## config.mk

```make
export PLATFORM = sky130hd
export DESIGN_NAME = cfg_frame_loader
export DESIGN_NICKNAME = d
export VERILOG_FILES = /design/src/rtl/cfg_frame_loader.sv
export SDC_FILE = /design/constraint.sdc
export NUM_CORES = 1
export LEC_CHECK = 0
export ABC_AREA = 1
export CAP_MARGIN = 20
export CORE_ASPECT_RATIO = 0.6
export CORE_UTILIZATION = 31
export CTS_CLUSTER_DIAMETER = 120
export CTS_CLUSTER_SIZE = 28
export DETAILED_ROUTE_END_ITERATION = 8
export DONT_BUFFER_PORTS = 1
export SYNTH_ARGS = -nofsm -noshare
export SYNTH_HDL_FRONTEND = slang
export SYNTH_SLANG_ARGS = --single-unit
```

## constraint.sdc

```tcl
create_clock -name clk -period 1.4 [get_ports clk]
set_clock_uncertainty 0.1 [all_clocks]
set_input_delay 0.14 -clock clk [delete_from_list [all_inputs] [get_ports clk]]
set_output_delay 0.14 -clock clk [all_outputs]
set_load 0.02 [all_outputs]
```

## src/rtl/cfg_frame_loader.sv

```systemverilog
// Serial bitstream loader for the routing-tile configuration latches (wr_en + frame bus).
// Define CFG_PARITY_EN to receive and check one even-parity bit after every frame.
module cfg_frame_loader #(
    parameter int         NUM_TILES = 16,
    parameter int         FRAME_W   = 18,
    parameter int         WR_CYC    = 2,
    parameter logic [7:0] SYNC      = 8'hA5
) (
    input  logic                 clk,
    input  logic                 rst_n,
    input  logic                 start,
    input  logic                 bit_i,
    input  logic                 bit_valid,
    output logic                 bit_ready,
    output logic [NUM_TILES-1:0] wr_en,
    output logic [FRAME_W-1:0]   bits,
    output logic                 busy,
    output logic                 done,
    output logic                 err
);

    localparam int TILE_W = (NUM_TILES > 1) ? $clog2(NUM_TILES) : 1;
    localparam int CNT_W  = $clog2((FRAME_W > 8) ? FRAME_W : 8);
    localparam int WCNT_W = (WR_CYC > 1) ? $clog2(WR_CYC) : 1;

    typedef enum logic [3:0] {
        IDLE,
        SYNC_S,
        LOAD,
        PAR,
        SETUP,
        WRITE,
        HOLD,
        DONE,
        ERR
    } state_t;

    state_t               state;
    state_t               state_nx;

    logic                 accept;
    logic                 start_ok;
    logic [6:0]           sync_sr;
    logic [7:0]           sync_nx;
    logic [FRAME_W-1:0]   frame_sr;
    logic [FRAME_W-1:0]   frame_nx;
    logic [CNT_W-1:0]     bit_cnt;
    logic [TILE_W-1:0]    tile_idx;
    logic [WCNT_W-1:0]    wr_cnt;
    logic                 last_sync_bit;
    logic                 last_frame_bit;
    logic                 last_tile;
    logic                 write_end;

    logic [NUM_TILES-1:0] wr_en_nx;
    logic                 bit_ready_nx;
    logic                 busy_nx;
    logic                 done_nx;
    logic                 err_nx;

    assign accept         = bit_valid & bit_ready;
    assign start_ok       = start & ((state == IDLE) | (state == ERR));
    assign sync_nx        = {sync_sr, bit_i};
    assign frame_nx       = {frame_sr[FRAME_W-2:0], bit_i};
    assign last_sync_bit  = (bit_cnt == CNT_W'(7));
    assign last_frame_bit = (bit_cnt == CNT_W'(FRAME_W - 1));
    assign last_tile      = (tile_idx == TILE_W'(NUM_TILES - 1));
    assign write_end      = (wr_cnt == WCNT_W'(WR_CYC - 1));

    // NOTE: sequential state is assigned with <= so every flop samples pre-edge values.
    always_ff @(posedge clk or negedge rst_n) begin
        if (!rst_n) begin
            state <= IDLE;
        end else begin
            state <= state_nx;
        end
    end

    // NOTE: the default at the top of each always_comb keeps the logic free of latches.
    always_comb begin
        state_nx = state;
        case (state)
            IDLE, ERR: begin
                if (start) begin
                    state_nx = SYNC_S;
                end
            end
            SYNC_S: begin
                if (accept && last_sync_bit) begin
                    state_nx = (sync_nx == SYNC) ? LOAD : ERR;
                end
            end
            LOAD: begin
                if (accept && last_frame_bit) begin
`ifdef CFG_PARITY_EN
                    state_nx = PAR;
`else
                    state_nx = SETUP;
`endif
                end
            end
`ifdef CFG_PARITY_EN
            PAR: begin
                if (accept) begin
                    state_nx = (^{frame_sr, bit_i} == 1'b0) ? SETUP : ERR;
                end
            end
`endif
            SETUP:   state_nx = WRITE;
            WRITE: begin
                if (write_end) begin
                    state_nx = HOLD;
                end
            end
            HOLD:    state_nx = last_tile ? DONE : LOAD;
            DONE:    state_nx = IDLE;
            default: state_nx = IDLE;
        endcase
    end

    // Outputs are decoded from the next state and registered, so the latch enables
    // come straight from flops and never carry decode glitches.
    always_comb begin
        wr_en_nx     = '0;
        if (state_nx == WRITE) begin
            wr_en_nx = NUM_TILES'(1) << tile_idx;
        end
        bit_ready_nx = (state_nx == SYNC_S) || (state_nx == LOAD) || (state_nx == PAR);
        busy_nx      = (state_nx != IDLE) && (state_nx != ERR);
        done_nx      = (state_nx == DONE);
        err_nx       = (state_nx == ERR);
    end

    always_ff @(posedge clk or negedge rst_n) begin
        if (!rst_n) begin
            wr_en     <= '0;
            bit_ready <= 1'b0;
            busy      <= 1'b0;
            done      <= 1'b0;
            err       <= 1'b0;
        end else begin
            wr_en     <= wr_en_nx;
            bit_ready <= bit_ready_nx;
            busy      <= busy_nx;
            done      <= done_nx;
            err       <= err_nx;
        end
    end

    always_ff @(posedge clk or negedge rst_n) begin
        if (!rst_n) begin
            sync_sr  <= '0;
            frame_sr <= '0;
            bits     <= '0;
            bit_cnt  <= '0;
            tile_idx <= '0;
            wr_cnt   <= '0;
        end else begin
            if (start_ok) begin
                bit_cnt  <= '0;
                tile_idx <= '0;
            end else begin
                if (accept && (state == SYNC_S)) begin
                    bit_cnt <= last_sync_bit ? '0 : bit_cnt + 1'b1;
                end
                if (accept && (state == LOAD)) begin
                    bit_cnt <= last_frame_bit ? '0 : bit_cnt + 1'b1;
                end
                if ((state == HOLD) && !last_tile) begin
                    tile_idx <= tile_idx + 1'b1;
                end
            end

            if (accept && (state == SYNC_S)) begin
                sync_sr <= sync_nx[6:0];
            end
            if (accept && (state == LOAD)) begin
                frame_sr <= frame_nx;
            end

            // The frame bus changes only on entry to SETUP, a full cycle before wr_en rises.
            if ((state_nx == SETUP) && (state != SETUP)) begin
                bits <= (state == LOAD) ? frame_nx : frame_sr;
            end

            wr_cnt <= (state == WRITE) ? wr_cnt + 1'b1 : '0;
        end
    end

endmodule
```

After elaboration in Yosys (flattened, before gate mapping):

Index checks and enable logic that the tools add are counted.

* word-level logic and storage cells: 70
* input bits: 5
* output and inout bits: 38
* register bits after elaboration: 77

* bitwise logic cells: 3
* multiplexer cells: 17
* shift operators: 1
* equality and inequality tests: 19
* $add $sub $neg: 3
* reductions and logical operators: 15

Operators by type and width (count)
* $mux 4: 7
* $mux 5: 5
* $eq 4x3->1 const B: 6
* $pmux 4 s6: 1
* $mux 18: 1
* $mux 16: 1
* $shl 1x4->16 const A: 1
* $eq 4x2->1 const B: 3
* $eq 4x4->1 const B: 3
* $eq 4x1->1 const B: 2
* $eq 8x8->1 const B: 1
* $logic_and 1x1->1: 7
* $add 5x1->5 const B: 1
* $eq 5x3->1 const B: 1
* $eq 5x5->1 const B: 1
* $add 4x1->4 const B: 1
* $logic_not 4->1: 1
* $ne 4x3->1 const B: 1
* $ne 4x4->1 const B: 1
* $reduce_bool 4->1: 1
* $mux 3: 1
* $reduce_bool 3->1: 1
* $and 1x1->1: 2
* $logic_or 1x1->1: 2
* other kinds (6): 6

Longest topological paths before layout:

Gate-level depths: netlist of run 1.

* word-level depth: 7
* gate-level depth with buffers: 11
* mapped depth without buffers: 11

Least setup slack after synthesis of run 1:

OpenSTA, ideal clock, no wires.

* path type: reg2reg
* start: reg bit_cnt[1]
* end: reg wr_en[12]
* setup slack: -0.127 ns
* data required time: 1.229 ns
* period minus slack after synthesis: 1.527 ns
* stages on the path, launching flop included: 12
* arrival time: 1.356 ns
* cell sequence: dfrtp_1 inv_1 ha_1 nand2_1 inv_1 nand3_1 nand2_1 inv_1 nor2_2 nand3_4 buf_6 nor2_1

* longest elaborated chain between the ends: 6
* elaborated cells on any way between the ends: 9
* those cells by class: 3 x eq/ne; 4 x mux; 2 x reduce/logical

RTL lines
* start: declaration: RTL line 47 `logic [CNT_W-1:0] bit_cnt;`
* start signal: assignment: RTL line 164 `bit_cnt <= last_sync_bit ? '0 : bit_cnt + 1'b1;`
* start signal: assignment: RTL line 167 `bit_cnt <= last_frame_bit ? '0 : bit_cnt + 1'b1;`
* $eq 5x5->1 / $eq 5x3->1 (equally long branches): RTL line 66, 65
* $logic_and 1x1->1 (on tied branches): RTL line 94, 89
* $mux 4 (on tied branches): RTL line 94, 89
* $pmux 4 s6 (*): RTL line 82 `case (state)`
* $eq 4x3->1 (*): RTL line 125 `if (state_nx == WRITE) begin`
* $mux 16 (*): RTL line 125
* net wr_en_nx[12]: RTL line 55 `logic [NUM_TILES-1:0] wr_en_nx;`
* end signal: assignment: RTL line 142 `wr_en <= wr_en_nx;`
* end: declaration: RTL line 15 `output logic [NUM_TILES-1:0] wr_en,`

The timed path passes the listed nets; every way through them passes the cells marked *.
A chain may end at the register's enable or synchronous reset.

Final worst setup path of run 1:

* start: reg bit_cnt[1]
* end: reg wr_en[4]

The elaborated chain is that of the path after synthesis.

==> results by group, run 1 <==
Hold path
  • Hold Path Class: input pin to async pin

Setup path
  • CP arrival: 1.78 ns
  • Crit. End Element: flop
  • Crit path buffers/inverters: 3
  • R2r setup slk: -0.23 ns
  • Cells along the critical path: inv_1 -> ha_2 -> nand2_2 -> inv_2 -> nand3_4 -> nand2_2 -> inv_2 -> nor2_4 -> nand3_4 -> nor2_1
  • Critical Path Fanout Max: 8
  • Reg2Reg Depth: 10
  • CP Launch Type: flop
  • Crit-path slowest cell: dfrtp_1
  • Critical Path RT: 1.55 ns
  • Crit path largest cell delay: 0.37 ns
  • Critical path class: flop to flop
  • FF-to-FF Start: bit_cnt[1]
  • Critical R2R Capture: wr_en[4]
  • CP delay by family, top: simple AND/OR/NAND/NOR gates

Logic synthesis
  • Syn Nets: 409
  • Mapped cell area: 3410 um2
  • Synth Flop Type: dfrtp_1
  • Synth cell types: 26
  • Post-synth EDFFs: 0
  • Area share of the largest cell type after synthesis: 56.6%
  • Sequential share of the synthesized area: 56.6%
  • Yosys Warn Count: 0
  • Synth Instances: 396
  • Flops & latches, synth: 77
  • Async set-reset flop share out of synthesis: 100%
  • Synth Area per Inst: 8.60 um2
  • Area leader, netlist: dfrtp_1
  • Top cells by area, synth: dfrtp_1 (57%), nand2_1 (15%), nor2_1 (6.1%)

STA
  • Tcrit/Tclk final: 117%
  • Setup Viol. Count Final: 74
  • Slew Limit Fails: 0
  • Sum Neg Setup Slack: -8.91 ns
  • Worst Tran Pin Value: 0.334 ns
  • Final Hold Violating Endpoints: 77
  • RSZ-0062 raised after global routing: yes
  • Worst Slack Setup Final: -0.235 ns
  • Worst relative slew slack: 77.6%
  • Max Freq: 612 MHz
  • Tmin final: 1.63 ns
  • Hold Slack: -0.600 ns

Routing
  • Post-DR wirelength/cell: 14.5 um
  • Initial DRC Count: 212
  • DR vias: 2880
  • Total wire length: 8790 um
  • DRC: 0
  • ANT nets after route: 0
  • Drt via density: 4.74
  • DRT Pass-1 Iters: 4

Pwr
  • Logic gate share of total power: 30.9%
  • Sw Ratio: 33.6%
  • Clock power share: 30.1%
  • Sequential power share: 39.1%
  • Leak: 2.27 nW
  • Tot Pwr: 8.25 mW
  • Pwr Density: 1680 nW/um2
  • Internal power: 5.48 mW
  • Sw power: 2.77 mW
  • Peak VDD IR: 661 uV

Global route
  • GR met2 Demand/Resource: 21.4%
  • First-pass GRT wire length: 13700 um
  • GR peak layer: met1
  • Vias in the first global route: 2641
  • Initial antenna violation count: 0
  • Largest net degree at the start of global routing: 78
  • Met3 GRT Util: 4.03%
  • GRT Resource Usage Total: 15.4%
  • Total gr overflow: 0
  • GRT met1 Usage: 23.5%

Job
  • Max Cap Violations: 0

Clock network
  • CTS H-tree lvls: 3
  • Clock insertion delay at the later pin of the skew report: 0.33 ns
  • Cts hold-fix bufs: 2
  • Clock transition at the registers of the reported paths: 0.06 ns
  • Clock sink count: 77
  • Clock Tree Root: clkbuf_16
  • CTS tree: done
  • Worst-case clock buffer depth: 2
  • CTS Buf Count: 9

Placed design
  • PortBufs: 0
  • Routability cong.: 0.796
  • Dpl hpwl: 5140 um
  • Dpl ws: -0.254 ns

Run status
  • Status: finished, violations left
  • Failing checks: hold timing, setup timing

Floorplanning
  • Die Area: 11400 um2
  • Die span in x: 137 um
  • Initial core utilization: 32.0%
  • Core area: 10600 um2
  • FP Rows: 29
  • # IOs: 43
  • Die height: 83.2 um

Final layout
  • Layout Utilization: 46.1%
  • Filler instances: 974
  • Area growth, synth to finish: 44.0%
  • ANT cells: 0
  • Layout cell share with drive strength beyond 1: 34.3%
  • Final layout net count: 477
[through the flow]
stage          instances  instance area (um2)
2_1_floorplan        396                 3430
3_3_place_gp         562                 3810
3_5_place_dp         562                 3810
4_1_cts              595                 4560
5_1_grt              608                 4900
6_report             608                 4900
[state kept, by name, indices dropped and copies added (netlist names)]
register	cells
busy	1
state	4
frame_sr	18
bit_ready	1
wr_en	16
wr_cnt	1
bit_cnt	5
done	1
tile_idx	4
bits	18
err	1
sync_sr	7
[synthesized netlist by cell type (2+ instances only)]
cell,number
nand2_1,135
dfrtp_1,77
nor2_1,55
nand3_1,31
inv_1,26
a31oi_1,18
o21ai_0,10
ha_1,8
buf_2,7
buf_6,5
inv_2,3
a21oi_1,2
nand3b_1,2
nand4_1,2
nor2_2,2
nor3_1,2
xor2_1,2
[worst max-delay path by stage]
stage | from | end | cells past startpoint
final | bit_cnt[1] | wr_en[4] | 10
after global routing | bit_cnt[1] | busy | 11
after CTS | bit_cnt[1] | bits[10] | 10
after detailed placement | bit_cnt[0] | busy | 9
after global placement | bit_cnt[0] | busy | 9
after floorplan | bit_cnt[1] | wr_en[12] | 11
[timing repair]
action | in CTS | in global routing
hold endpoints to repair | 82 | 77
gates resized for setup | 76 | 58
gates cloned | 4 | 4
setup buffers | 11 | 11
setup endpoints to repair | 74 | 75
pin swaps | 18 | 25
[cell type report]
| type | instances | area [um2] | area share (%) |
|---|---|---|---|
| repair buffers | 68 | 694 | 14.2 |
| flip-flops and latches | 77 | 1930 | 39.3 |
| well taps | 139 | 174 | 3.55 |
| repair inverters | 1 | 11.3 | 0.230 |
| multi-input cells | 276 | 1640 | 33.3 |
| inverters | 31 | 146 | 2.98 |
| clock buffers | 11 | 233 | 4.74 |
| clock inverters | 5 | 83.8 | 1.71 |
[power by group through the flow]
stage	Clock, mW	Sequential, mW	Combinational [mW]
final	2.48	3.22	2.54
after global routing	2.63	3.28	2.82
after CTS	2.53	3.21	2.15
after detailed placement	0	3.23	1.78
after global placement	0	3.22	1.71
after floorplan	0	3.19	0.972
[worst reg2reg max path, delay by kind of cell, from the launching register on]
| kind | cells | cell delay (ns) |
|---|---|---|
| adder cells (fa/ha/maj) | 1 | 0.16 |
| buffers and inverters | 3 | 0.17 |
| flip-flops | 1 | 0.37 |
| AND/OR/NAND/NOR | 6 | 0.75 |
[cell usage in the layout, fill, tap and decap left out, drive strengths merged, types with 8 or more instances in the layout]
cell type and n:
o21ai 10, a31oi 18, inv 31, buf 65, clkbuf 12, ha 8, dfrtp 77, nand3 33
nor2 58, nand2 136
[cell families (layout without fill, tap and decap cells)]
kind of cell | count (synthesis) | in the layout | synth area share, %
AOI/OAI and AO/OA | 33 | 33 | 5.69
xor gates and xnor gates | 2 | 2 | 0.514
adders and majority gates | 8 | 8 | 2.94
buffers and inverters | 44 | 116 | 6.28
DFF | 77 | 77 | 56.6
and+or+nand+nor | 232 | 233 | 28.0
[layer usage]
layer	vias up	routed length, um	share of wire (%)
met2	79	3750	43
met4	0	44	0.50
met5	-	0	0
met1	1391	4450	51
li1	1404	-	-
met3	6	545	6.2
Note: power is estimated with default switching activity, not from simulation.
==> run 2: changes to the inputs <==
- ABC_AREA: 1 -> 0
==> results by group, run 2 <==
Run status
  • Status: finished, violations left
  • Failing checks: hold timing, setup timing

Final layout
  • Layout cell share with drive strength beyond 1: 50.3%
  • Number of flip-flops in the largest register: 18
  • Final instance area: 4400 um2
  • Layout Utilization: 44.2%
  • ANT cells: 0
  • Most common cell after layout, fill and taps aside: dfrtp_1
  • Area growth, synth to finish: 37.1%
  • Top Registers: bits (18), frame_sr (17), wr_en (16)
  • Final layout net count: 304
  • Most flops, register: bits
  • Most frequent cells in the layout: dfrtp_1 (76), buf_4 (38), mux2_4 (28)
  • Filler instances: 905

Setup path
  • CP Launch Type: flop
  • Critical Path Fanout Max: 18
  • CP arrival: 2.22 ns
  • R2r setup slk: -0.70 ns
  • Critical path class: flop to flop
  • Crit. End Element: flop
  • Critical Path RT: 1.52 ns

Logic synthesis
  • Yosys Warn Count: 0
  • Syn Nets: 248
  • Post-synth EDFFs: 0
  • Post-synthesis mux area share: 17.1%
  • Top-count cell post-synth: dfrtp_1
  • Mapped cell area: 3210 um2
  • XOR/XNOR Fraction of Synth Area: 0.546%
  • Commonest cells in the synthesized netlist: dfrtp_1 (76), mux2_2 (24), mux2_4 (18)
  • Synth Flop Type: dfrtp_1
  • Sequential share of the synthesized area: 59.2%
  • Simple logic cell fraction of the synthesized area: 12.5%
  • Synth Area per Inst: 13.7 um2
  • Flops & latches, synth: 76
  • Area leader, netlist: dfrtp_1
  • Synth cell types: 41
  • Area share of the largest cell type after synthesis: 59.2%
  • Synth Area in Adders: 3.12%
  • Main combinational cell family by area after synthesis: multiplexers
  • Top cells by area, synth: dfrtp_1 (59%), mux2_4 (8.4%), mux2_2 (8.4%)
  • Async set-reset flop share out of synthesis: 100%
  • Compound-gate portion of the synthesized area: 4.68%
  • Synth Instances: 235

Floorplanning
  • # IOs: 43
  • Die height: 80.8 um
  • Die Area: 10800 um2
  • Core area: 9950 um2
  • FP Rows: 28
  • Initial core utilization: 32.3%
  • Die span in x: 133 um

Clock network
  • Clock sink count: 76
  • Cts hold-fix bufs: 2
  • Worst-case clock buffer depth: 2
  • CTS tree: done
  • CTS Buf Count: 9
  • Clock insertion delay at the later pin of the skew report: 0.34 ns
  • CTS H-tree lvls: 3
  • Clock Tree Root: clkbuf_16
  • Clock transition at the registers of the reported paths: 0.06 ns

Global route
  • First-pass GRT wire length: 11100 um
  • GR met2 Demand/Resource: 20.0%
  • Met3 GRT Util: 6.68%
  • GRT Resource Usage Total: 14.1%
  • GR peak layer: met2
  • Initial antenna violation count: 0
  • Vias in the first global route: 2075
  • GRT met1 Usage: 18.2%
  • Total gr overflow: 0
  • Largest net degree at the start of global routing: 77

Pwr
  • Leak: 2.19 nW
  • Peak VDD IR: 1010 uV
  • Pwr Density: 1420 nW/um2
  • Tot Pwr: 6.23 mW

Routing
  • DRC: 0
  • Post-DR wirelength/cell: 15.9 um
  • ANT nets after route: 0
  • Initial DRC Count: 89
  • Drt via density: 4.64
  • Total wire length: 6840 um
  • DR vias: 2001
  • DRT Pass-1 Iters: 4

STA
  • Final Hold Violating Endpoints: 76
  • Setup Viol. Count Final: 74
  • Worst Tran Pin Value: 0.506 ns
  • Sum Neg Setup Slack: -31.13 ns
  • Max Freq: 477 MHz
  • Worst Slack Setup Final: -0.697 ns
  • Hold Slack: -0.606 ns
  • Tmin final: 2.10 ns
  • Worst relative slew slack: 66.0%
  • RSZ-0062 raised after global routing: yes
  • Tcrit/Tclk final: 150%
  • Slew Limit Fails: 0

Placed design
  • PortBufs: 0
  • Dpl hpwl: 4240 um
  • Routability cong.: 0.777
  • Placed cell areas: 3750 um2
  • Dpl ws: -0.688 ns

Hold path
  • Hold Path Class: input pin to async pin

Job
  • Max Cap Violations: 0
## run 2: cells by family after synthesis
family / after synthesis
flip-flops: 76
buffers and inverters: 16
XOR/XNOR: 2
multiplexers: 43
AND/OR/NAND/NOR: 69
AO/OA/AOI/OAI: 21
adder cells (fa/ha/maj): 8
## run 2: repair_timing
item | CTS | global route
gates cloned | 2 | 0
resized for setup | 38 | 26
pin swaps | 11 | 17
setup endpoints to repair | 74 | 75
buffers inserted | 4 | 9
hold endpoints to repair | 82 | 76
## run 2: path summary, 6_finish.rpt
| kind | start | endpoint | depth (start not counted) |
|---|---|---|---|
| max in group asynchronous | rst_n | sync_sr[0] | 0 |
| min in group clk | start | bit_cnt[4] | 3 |
| setup / recovery | state[2] | bits[1] | 4 |
| hold reg to reg | frame_sr[16] | frame_sr[16] | 1 |
| setup reg to reg | state[2] | bits[1] | 4 |
| hold / removal | rst_n | bits[15] | 0 |
## run 2: cell type report
| class | instances | area (um2) | area share (%) |
|---|---|---|---|
| tap | 135 | 169 | 3.84 |
| multi-input combinational | 143 | 1510 | 34.4 |
| timing repair buffer | 54 | 489 | 11.1 |
| clock buffer | 10 | 239 | 5.43 |
| clock inverter | 6 | 63.8 | 1.45 |
| sequential | 76 | 1900 | 43.2 |
| inverter | 7 | 26.3 | 0.597 |
## run 2: stage by stage
stage	std cells	hold slack, ns
after floorplan	235	-0.256
after global placement	404	-0.253
after detailed placement	404	-0.252
after CTS	427	-0.621
after global routing	431	-0.629
final	431	-0.606
## run 2: layer usage
metal	share of wire, %	vias up
met1	47	998
met5	0	-
met3	8.3	7
met2	43	51
met4	1.3	0
li1	-	945
## run 2: worst max-delay path, cell delays in order, from the launching register on
cell and delay, ns:
dfrtp_1 0.37, or4b_1 0.53, or4_4 0.47, buf_12 0.19
mux2_4 0.30
## run 2: report_power, final
part           switching [mW]  internal [mW]
clock                   0.893           1.42
combinational           0.593          0.795
sequential              0.129           2.40
total                    1.61           4.62
